[src/rtl/vector_pkg.sv]
// rtl/vector_pkg.sv - shared vector-unit types and widths for the operand buffer
package vector_pkg;

    localparam int READ_PORTS     = 4;
    localparam int MASK_PORTS     = 2;
    localparam int VIDX_W         = 8;
    localparam int VREG_W         = 32;
    localparam int VMASK_W        = 8;
    localparam int OPBUFF_STALL_W = 8;

    typedef logic [VREG_W-1:0]  vreg_t;
    typedef logic [VMASK_W-1:0] vmask_t;

    typedef enum logic [1:0] {
        IDLE    = 2'd0,
        COLLECT = 2'd1,
        ISSUE   = 2'd2
    } opbuff_state_t;

    typedef struct packed {
        vreg_t  [READ_PORTS-1:0] vreg;
        vmask_t [MASK_PORTS-1:0] vmask;
        logic   [MASK_PORTS-1:0] ivalid;
    } opbuff_out_t;

endpackage

[src/rtl/vector_opbuff.sv]
// rtl/vector_opbuff.sv - collects per-port register and mask operands, then issues them as one set
module vector_opbuff
    import vector_pkg::*;
(
    input  logic                          CLK,
    input  logic                          nRST,
    input  logic                          req_valid,
    output logic                          req_ready,
    input  logic [READ_PORTS-1:0]         req_rmask,
    input  logic [MASK_PORTS-1:0]         req_mmask,
    input  logic [VIDX_W-1:0]             req_vd,
    input  vreg_t [READ_PORTS-1:0]        vreg_in,
    input  logic [READ_PORTS-1:0]         dvalid_in,
    input  vmask_t [MASK_PORTS-1:0]       vmask_in,
    input  logic [MASK_PORTS-1:0]         mvalid_in,
    output logic                          out_valid,
    input  logic                          out_ready,
    output opbuff_out_t                   out_ops,
    output logic [VIDX_W-1:0]             out_vd,
    output logic [OPBUFF_STALL_W-1:0]     stall_cnt
);

    opbuff_state_t                 state_q, state_d;
    logic [READ_PORTS-1:0]         rpend_q, rpend_d, rcap;
    logic [MASK_PORTS-1:0]         mpend_q, mpend_d, mcap;
    vreg_t [READ_PORTS-1:0]        vreg_q, vreg_d;
    vmask_t [MASK_PORTS-1:0]       vmask_q, vmask_d;
    logic [MASK_PORTS-1:0]         ivalid_q, ivalid_d;
    logic [VIDX_W-1:0]             vd_q, vd_d;
    logic [OPBUFF_STALL_W-1:0]     stall_q, stall_d;

    logic accept;
    logic collect;

    assign accept  = (state_q == IDLE) && req_valid;
    assign collect = (state_q == COLLECT);

    // Per read port: capture only while pending, clear pending on the capturing edge; accept zeroes data
    for (genvar i = 0; i < READ_PORTS; i++) begin : g_rd
        assign rcap[i]    = collect && rpend_q[i] && dvalid_in[i];
        assign rpend_d[i] = accept ? req_rmask[i] : (rpend_q[i] && !rcap[i]);
        assign vreg_d[i]  = accept ? '0 : (rcap[i] ? vreg_in[i] : vreg_q[i]);
    end

    // Per mask port: same first-capture-wins policy as the read ports
    for (genvar j = 0; j < MASK_PORTS; j++) begin : g_mk
        assign mcap[j]     = collect && mpend_q[j] && mvalid_in[j];
        assign mpend_d[j]  = accept ? req_mmask[j] : (mpend_q[j] && !mcap[j]);
        assign vmask_d[j]  = accept ? '0 : (mcap[j] ? vmask_in[j] : vmask_q[j]);
    end

    // Sequencing: accept, collect until nothing pending, hold the set until the lanes take it
    always_comb begin
        state_d  = state_q;
        ivalid_d = ivalid_q;
        vd_d     = vd_q;
        stall_d  = stall_q;
        case (state_q)
            IDLE: begin
                if (req_valid) begin
                    vd_d     = req_vd;
                    ivalid_d = req_mmask;
                    stall_d  = '0;
                    state_d  = ((|req_rmask) || (|req_mmask)) ? COLLECT : ISSUE;
                end
            end
            COLLECT: begin
                if (!(|rcap) && !(|mcap) && (stall_q != {OPBUFF_STALL_W{1'b1}})) begin
                    stall_d = stall_q + OPBUFF_STALL_W'(1);
                end
                if (!(|rpend_d) && !(|mpend_d)) begin
                    state_d = ISSUE;
                end
            end
            ISSUE: begin
                if (out_ready) begin
                    state_d = IDLE;
                end
            end
            default: state_d = IDLE;
        endcase
    end

    // State registers; reset drops any in-flight instruction
    always_ff @(posedge CLK) begin
        if (!nRST) begin
            state_q  <= IDLE;
            rpend_q  <= '0;
            mpend_q  <= '0;
            vreg_q   <= '0;
            vmask_q  <= '0;
            ivalid_q <= '0;
            vd_q     <= '0;
            stall_q  <= '0;
        end else begin
            state_q  <= state_d;
            rpend_q  <= rpend_d;
            mpend_q  <= mpend_d;
            vreg_q   <= vreg_d;
            vmask_q  <= vmask_d;
            ivalid_q <= ivalid_d;
            vd_q     <= vd_d;
            stall_q  <= stall_d;
        end
    end

    assign req_ready = (state_q == IDLE);
    assign out_valid = (state_q == ISSUE);
    assign out_ops   = {vreg_q, vmask_q, ivalid_q};
    assign out_vd    = vd_q;
    assign stall_cnt = stall_q;

endmodule

[config.mk]
export PLATFORM = sky130hd
export DESIGN_NAME = vector_opbuff
export DESIGN_NICKNAME = d
export VERILOG_FILES = /design/src/rtl/vector_pkg.sv /design/src/rtl/vector_opbuff.sv
export SDC_FILE = /design/constraint.sdc
export NUM_CORES = 1
export LEC_CHECK = 0
export ABC_AREA = 1
export BUFFER_PORTS_ARGS = -buffer_cell sky130_fd_sc_hd__buf_2
export CELL_PAD_IN_SITES_DETAIL_PLACEMENT = 0
export CELL_PAD_IN_SITES_GLOBAL_PLACEMENT = 2
export CORE_MARGIN = 4
export CORE_UTILIZATION = 23
export DETAILED_ROUTE_END_ITERATION = 8
export GPL_ROUTABILITY_DRIVEN = 0
export PLACE_DENSITY_LB_ADDON = 0.25
export RECOVER_POWER = 50
export SETUP_SLACK_MARGIN = 0.05
export SYNTH_ARGS = -nofsm -noshare
export SYNTH_HDL_FRONTEND = slang
export SYNTH_SLANG_ARGS = --single-unit
[constraint.sdc]
create_clock -name CLK -period 1.8 [get_ports CLK]
set_input_delay 0.27 -clock CLK [delete_from_list [all_inputs] [get_ports CLK]]
set_output_delay 0.27 -clock CLK [all_outputs]
set_load 0.005 [all_outputs]
## Word level (Yosys, flattened, before mapping)

Cells that the tools add are included.

- Flip-flop bits (word level): 170
- Bits of input ports: 168
- Output and inout bits: 164
- Word-level logic and storage cells: 80

- Add/sub/neg operators: 1
- Eq/ne operators: 7
- Mux-type cells: 14
- Bitwise operators: 1
- Reductions and logical operators: 45

Operator list:

| kind | count |
|---|---|
| logical AND 1 bit | 22 |
| two-way mux 8 bit | 2 |
| case mux 8 bit (2 select lines) | 1 |
| OR reduction 4 bit | 3 |
| logical NOT 1 bit | 10 |
| adder 8 x 1 -> 8 bit, second input constant | 1 |
| two-way mux 2 bit | 4 |
| inequality test 8 bit, second input constant | 1 |
| OR reduction 2 bit | 4 |
| two-way mux 1 bit | 6 |
| inequality test 2 x 1 -> 1 bit, second input constant | 3 |
| case mux 2 bit (3 select lines) | 1 |
| AND reduction 3 bit | 2 |
| equality test 2 x 1 -> 1 bit, second input constant | 1 |
| equality test 2 bit, second input constant | 1 |
| logical NOT 2 bit | 1 |
| inequality test 2 bit, second input constant | 1 |
| AND reduction 2 bit | 1 |
| nonzero test 2 bit | 1 |
| logical OR 1 bit | 1 |
| inverter 1 bit | 1 |

## Logic depth before layout (Yosys ltp)

Gate-level depths: netlist of the first run.

- Word-level depth: 11
- Mapped depth: 12
- Gate-level depth less buffers: 10

## Worst setup path after synthesis of the first run

Ideal clock, no wire load.

- Kind: register to register
- Start: register stall_q[0] (netlist: stall_cnt[0])
- End: register stall_q[2] (netlist: stall_cnt[2])
- Setup time: 0.115 ns
- Data arrival time: 1.409 ns
- Required time: 1.685 ns
- Slack: 0.276 ns
- Cell stages (with the launch flop): 9
- Path buffers: 0
- Clock period less this slack: 1.524 ns
- Cells stage by stage: dfxtp_1 > ha_1 > nand3_1 > nor2_1 > nand3_1 > nand4_4 > nand2_4 > a21oi_1 > nor2_1

- Word-level cells in the longest chain between the ends: 4
- Elaborated cells on any way between the ends: 7
- Those cells by class: 1 x add/sub; 2 x eq/ne; 2 x mux; 2 x reduce/logical

RTL lines:

| what | line | RTL |
|---|---|---|
| start, declared | vector_opbuff.sv:30 | `logic [OPBUFF_STALL_W-1:0] stall_q, stall_d;` |
| start signal, assigned | vector_opbuff.sv:103 | `stall_q <= stall_d;` |
| parallel branches: the longest is 4 deep, another holds adder 8 x 1 -> 8 bit | -- |  |

Parallel ways; which one is timed is not known. The select of a mux whose other input is x is not followed.
A chain may end at the register's enable or synchronous reset.

## Worst setup path after layout of the first run

- Start: register state_q[1]
- End: register vreg_q (netlist bit out_ops[131])

- Word-level cells in the longest chain between the ends: 3
- Elaborated cells on any way between the ends: 6
- Those cells by class: 1 x eq/ne; 5 x reduce/logical

RTL lines:

| what | line | RTL |
|---|---|---|
| start, declared | vector_opbuff.sv:23 | `opbuff_state_t state_q, state_d;` |
| start signal, assigned | vector_opbuff.sv:96 | `state_q <= state_d;` |
| equality test 2 x 1 -> 1 bit or logical NOT 2 bit (tied branches) | vector_opbuff.sv:36, vector_opbuff.sv:35 |  |
| logical AND 1 bit, on equally long branches | vector_opbuff.sv:40, vector_opbuff.sv:35 |  |
| logical AND 1 bit or OR reduction 2 bit (tied branches) | -- |  |
| end signal, assigned | vector_opbuff.sv:99 | `vreg_q <= vreg_d;` |
| end, declared | vector_opbuff.sv:26 | `vreg_t [READ_PORTS-1:0] vreg_q, vreg_d;` |

Several ways; a longest one is shown, not always the timed one.

==> qor.yml, run 1 <==
synthCells: 803
synth-seq-area-share_pct: 54.70
rsz0062_at_grt: "no"
worstHoldPathCells: 3
dp_hpwl_mm: 16.32
ff2ff_setup_slack_ns: 0.16
grt_overflow: 0
hold_viol: 0
final_max_slew_viol_count: 0
grt_pass1_wl_mm: 34.00
drive_above_1_share_pct: 25.09
vias: 6242
power_density_mw_per_mm2: 981.4
yosysUniqueCellTypes: 26
grt_max_degree: 100
r2r_cells: 7
chipWidth_microns: 172.5
synthToLayoutAreaGrowth_pct: 40.90
path_class: "flop to flop"
fin_crit_ns: 1.641
start_kind: "flop"
cts_hold_repair.buffers: 0
ios: 332
whs_ns: 0.07546
antenna_found_initial: 7
cts_made_buffers: 17
leakage_nw: 3.428
ys_ff_latch: 170
critPathArrivalTime_ns: 1.99
cts_tree: "yes"
h-tree-depth: 4
dieArea_sq_mm: 0.02975
drt-initial-drc-count: 266
ant_nets: 0
initial_core_util_pct: 23.61
fmax_ghz: 0.6096
clock_latency_ns: 0.43
io_buffers: 331
crit_path_start: "state_q[1]"
synth_fp_nets: 972
via_per_inst: 4.215
critPathMaxFanout: 99
critical_path_required_ns: 2.15
clk_root_buffer_cell: "clkbuf_16"
synth_area_per_cell_sq_um: 7.749
coreArea_sq_mm: 0.02635
relSlewSlack_pct: 65.00
cts.path.max_buffers: 2
syn-cell-area_sq_mm: 0.006222
die_y_microns: 172.5
drv_cap: 0
layout_common_cells: "325 x nand2_1, 204 x buf_2, 169 x dfxtp_1"
final_common_cell: "nand2_1"
cts.sinks: 170
period_share_pct: 91.14
yosysWarnings: 0
rows: 59
reg2reg_from: "state_q[1]"
hp-class: "primary input to flop"
drt-total-wl_mm: 22.68
skew_ns: 0.01187
firstDrtPassIters: 4
endpoint_kind: "flop"
fin_tns_setup_ns: 0
outcome: "finished, final reports clean"
endpoint: "out_ops[131]"
nets: 1301
grt_pass1_vias: 6145
grt_use_total_pct: 14.56
final.fill_count: 2959
vdd_drop_max_v: 0.0007746
path_clk_slew_ns: 0.07
worstMarginPinSlew_ns: 0.5250
finalSetupViolations: 0
wire_per_inst_microns: 15.32
r2r_end: "out_ops[131]"
drcViolationCount: 0
layer usage:
metal / global-route usage, % / wire length [microns] / up-vias
met2: 22.77 / 10180 / 218
met1: 17.73 / 9727 / 2736
met4: 5.605 / 525 / 10
li1: - / - / 3234
met3: 6.287 / 2190 / 44
met5: 0 / 55 / -
stage by stage:
| stage | worst slack [ns] | util, % | area (sq um) | power, mW | std cells |
|---|---|---|---|---|---|
| after detailed placement | 0.1047 | 31.51 | 8303 | 4.836 | 1447 |
| final | 0.1595 | 33.27 | 8767 | 8.604 | 1481 |
| after global routing | 0.04854 | 33.27 | 8767 | 9.012 | 1481 |
| after global placement | 0.1413 | 31.51 | 8303 | 4.849 | 1447 |
| after CTS | 0.08798 | 33.82 | 8914 | 8.785 | 1478 |
| after floorplan | 0.2764 | - | 6222 | 4.413 | 803 |
report_power, final:
group | switching [mW] | internal [mW] | total [mW]
sequential | 0.0510 | 3.84 | 3.89
clock | 1.66 | 2.22 | 3.88
combinational | 0.512 | 0.326 | 0.838
synth_stat cells, drive strengths merged:
cell type,number,area (sq um)
xor2,3,26.28
clkinv,1,8.760
nand2,330,1274
nor2,33,148.9
o21ai,8,40.04
inv,19,73.83
buf,29,151.4
clkbuf,17,63.81
dfxtp,170,3403
a21oi,163,819.5
nand4,3,46.29
ha,1,12.51
xnor2,1,8.760
nand3,22,125.1
nor3,3,20.02
logic make-up (layout without fill, tap and decap cells):
group / count (synthesis) / count (layout) / synth area share [%]
adder cells (fa/ha/maj): 1 / 1 / 0.2011
flip-flops: 170 / 170 / 54.70
other: 0 / 2 / 0
AND/OR/NAND/NOR: 391 / 391 / 25.94
buffers and inverters: 66 / 407 / 4.786
XOR/XNOR: 4 / 4 / 0.5631
AO/OA/AOI/OAI: 171 / 171 / 13.81
sequential cells by signal, indices dropped and copies added, names as in the netlist:
register and cells:
out_vd 8, ivalid_q 2, stall_cnt 8, state_q 2
out_ops 144, rpend_q 4, mpend_q 2
layout make-up:
class	count	area, sq um	share of cell area (%)
multi-input cells	567	2516	28.70
flip-flops and latches	170	3405	38.83
diodes	2	5.005	0.05709
repair buffers	356	1727	19.69
inverters	20	85.08	0.9705
clock buffers	17	425.4	4.852
well taps	335	419.2	4.781
clock inverters	14	185.2	2.112
critical path, cell delays in order, from the launching register on:
cell     delay, ns
dfxtp_1       0.46
nor2_4        0.09
nand2_1       0.10
inv_2         0.05
nor2_1        0.25
inv_4         0.09
buf_12        0.21
a21oi_1       0.21
timing repair:
action,4_1_cts,5_1_grt
endpoints found under the setup margin,0,50
gates resized for setup,0,3
buffers inserted,0,1
worst min-delay path by stage:
stage	to	from
after CTS	out_ops[27]	vreg_in[9]
after global placement	out_ops[69]	out_ops[69]
after floorplan	out_ops[18]	vreg_in[0]
after global routing	out_ops[27]	vreg_in[9]
after detailed placement	out_ops[14]	out_ops[14]
final	out_ops[27]	vreg_in[9]
Note: power is estimated with default switching activity, not from simulation.
==> inputs of run 2 (changes only) <==
- CORE_UTILIZATION: 23 -> 21
- clock period: 1.8 -> 1.35 ns (I/O delays scaled with it)
==> qor.yml, run 2 (synthesis gave the netlist of run 1 again) <==
initial_core_util_pct: 21.50  # was 23.61%
grt_use_total_pct: 15.05  # was 14.56%
synthToLayoutAreaGrowth_pct: 67.40  # was 40.90%
power_density_mw_per_mm2: 1169  # was 981.4 mW/mm^2
critPathArrivalTime_ns: 1.81  # was 1.99 ns
power_frac_comb_pct: 15.6  # was 9.7%
firstDrtPassIters: 4  # unchanged
outcome: "complete, but fails checks"  # was finished, final reports clean
endpoint_kind: "flop"  # unchanged
fmax_ghz: 0.6877  # was 0.6096 GHz
whs_ns: 0.009439  # was 0.07546 ns
leakage_nw: 4.322  # was 3.428 nW
chipWidth_microns: 180.1  # was 172.5 microns
nets: 1394  # was 1301
hold_viol: 0  # unchanged
io_buffers: 331  # unchanged
vias: 6712  # was 6242
path_class: "flop to flop"  # unchanged
drt-initial-drc-count: 266  # unchanged
ios: 332  # unchanged
drcViolationCount: 0  # unchanged
regArea_sq_mm: 0.003413  # was 0.003405 sq mm
power_mw: 12.17  # was 8.604 mW
final_common_cell: "nand2_1"  # unchanged
via_per_inst: 4.138  # was 4.215
drv_cap: 0  # unchanged
start_kind: "flop"  # unchanged
ant_nets: 0  # unchanged
r2r_end: "state_q[1]"  # was out_ops[131]
dieArea_sq_mm: 0.03245  # was 0.02975 sq mm
cts.sinks: 170  # unchanged
worstHoldPathCells: 3  # unchanged
drt-total-wl_mm: 25.72  # was 22.68 mm
multi_input_area_sq_mm: 0.002856  # was 0.002516 sq mm
switching_share_pct: 27.36  # was 25.83%
hold_path_end: "out_vd[0]"  # was out_ops[27]
drive_above_1_share_pct: 38.51  # was 25.09%
grt_max_degree: 33  # was 100
critPathMaxFanout: 5  # was 99
grt_pass1_vias: 6781  # was 6145
utilization_pct: 36.00  # was 33.27%
rsz0062_at_grt: "yes"  # was no
relSlewSlack_pct: 75.76  # was 65.00%
rows: 62  # was 59
hp-class: "primary input to flop"  # unchanged
clkPwrFrac_pct: 41.8  # was 45.1%
reg2reg_from: "state_q[0]"  # was state_q[1]
dp_hpwl_mm: 17.57  # was 16.32 mm
h-tree-depth: 4  # unchanged
seqPwrFrac_pct: 42.6  # was 45.2%
wire_per_inst_microns: 15.86  # was 15.32 microns
r2r_cells: 11  # was 7
setup_slack_ns: -0.1042  # was 0.1595 ns
period_share_pct: 107.7  # was 91.14%
clock_latency_ns: 0.42  # was 0.43 ns
final_max_slew_viol_count: 0  # unchanged
p_int_mw: 8.842  # was 6.382 mW
cts.path.max_buffers: 2  # unchanged
violations: "negative setup slack"
finalSetupViolations: 106  # was 0
final.fill_count: 3167  # was 2959
grt_overflow: 0  # unchanged
netSwitchingPower_mw: 3.330  # was 2.222 mW
critical_path_required_ns: 1.70  # was 2.15 ns
antenna_found_initial: 5  # was 7
worstMarginPinSlew_ns: 0.3635  # was 0.5250 ns
fin_crit_ns: 1.454  # was 1.641 ns
skew_ns: 0.009741  # was 0.01187 ns
vdd_drop_max_v: 0.0005952  # was 0.0007746 V
clk_root_buffer_cell: "clkbuf_16"  # unchanged
largest_reg_flops: 144  # unchanged
grt_pass1_wl_mm: 39.16  # was 34.00 mm
coreArea_sq_mm: 0.02894  # was 0.02635 sq mm
cts_tree: "yes"  # unchanged
ff2ff_setup_slack_ns: -0.10  # was 0.16 ns
path_clk_slew_ns: 0.07  # about the same
layout_common_cells: "306 x nand2_1, 262 x buf_2, 164 x dfxtp_1"  # was 325 x nand2_1, 204 x buf_2, 169 x dfxtp_1
die_y_microns: 180.1  # was 172.5 microns
cts_made_buffers: 17  # unchanged
min_from: "req_vd[0]"  # was vreg_in[9]
-- run 2: cell types whose count changed in the layout (fill, tap and decap cells not counted), moves of 19 or more --
cell | before | now
nand2_1 | 325 | 306
dlygate4sd3_1 | 0 | 32
buf_2 | 204 | 262
buf_4 | 21 | 50
a21oi_1 | 162 | 134
clkbuf_1 | 126 | 66
a21oi_2 | 1 | 29
-- run 2: area by class of cell --
class	count	share of cell area (%)
diodes	2	0.04805
clock buffers	17	4.084
clock inverters	13	1.514
inverters	20	1.165
multi-input cells	568	27.42
flip-flops and latches	170	32.77
well taps	384	4.613
repair buffers	446	28.24
repair inverters	2	0.1441
-- run 2: per-layer routing --
metal	routed length [microns]	GRT usage [%]	share of wire (%)
met1	11380	18.80	44
met5	28	0	0.11
met2	12010	24.61	47
met4	443	3.902	1.7
met3	1858	5.672	7.2
-- run 2: worst max path at each step --
stage	end	startpoint	cells past startpoint	slack (ns)
floorplan	stall_cnt[2]	state_q[0]	10	-0.07
global placement	state_q[1]	state_q[0]	10	-0.16
detailed placement	state_q[1]	state_q[0]	10	-0.13
CTS	state_q[1]	state_q[0]	11	-0.11
global route	state_q[1]	state_q[0]	11	-0.22
finish	state_q[1]	state_q[0]	11	-0.10
-- run 2: repair_timing --
| action | CTS | global route |
|---|---|---|
| cloned | 9 | 3 |
| resized for setup | 49 | 69 |
| setup endpoints to repair | 157 | 159 |
| pin swaps | 19 | 17 |
| buffers inserted | 12 | 5 |
| hold endpoints to repair | 30 | 2 |
| hold buffers | 30 | 2 |
-- run 2: power by group through the flow --
stage	Sequential, mW	Combinational [mW]	Clock (mW)
floorplan	5.30	0.707	0
global placement	5.30	1.39	0
detailed placement	5.30	1.38	0
CTS	5.19	1.84	5.28
global route	5.20	2.08	5.49
finish	5.19	1.90	5.08
-- run 2: critical path, cell delays in order, from the launching register on --
cell and delay, ns:
dfxtp_4 0.40, inv_4 0.04, nor2_4 0.16, buf_6 0.14, nand2_8 0.06, nand3_4 0.07
nand2_2 0.05, nor2_1 0.10, nand3_1 0.09, nand2_2 0.10, nand2_2 0.06, a21oi_2 0.13
-- run 2: per-stage QoR --
stage	cells	setup WS (ns)	TNS [ns]	instance area [sq um]
after CTS	1611	-0.1147	-5.453	10140
after global placement	1531	-0.1637	-9.858	8761
after global routing	1622	-0.2187	-15.67	10420
after detailed placement	1531	-0.1304	-13.35	8761
after floorplan	803	-0.06927	-0.3241	6400
final	1622	-0.1042	-4.481	10420
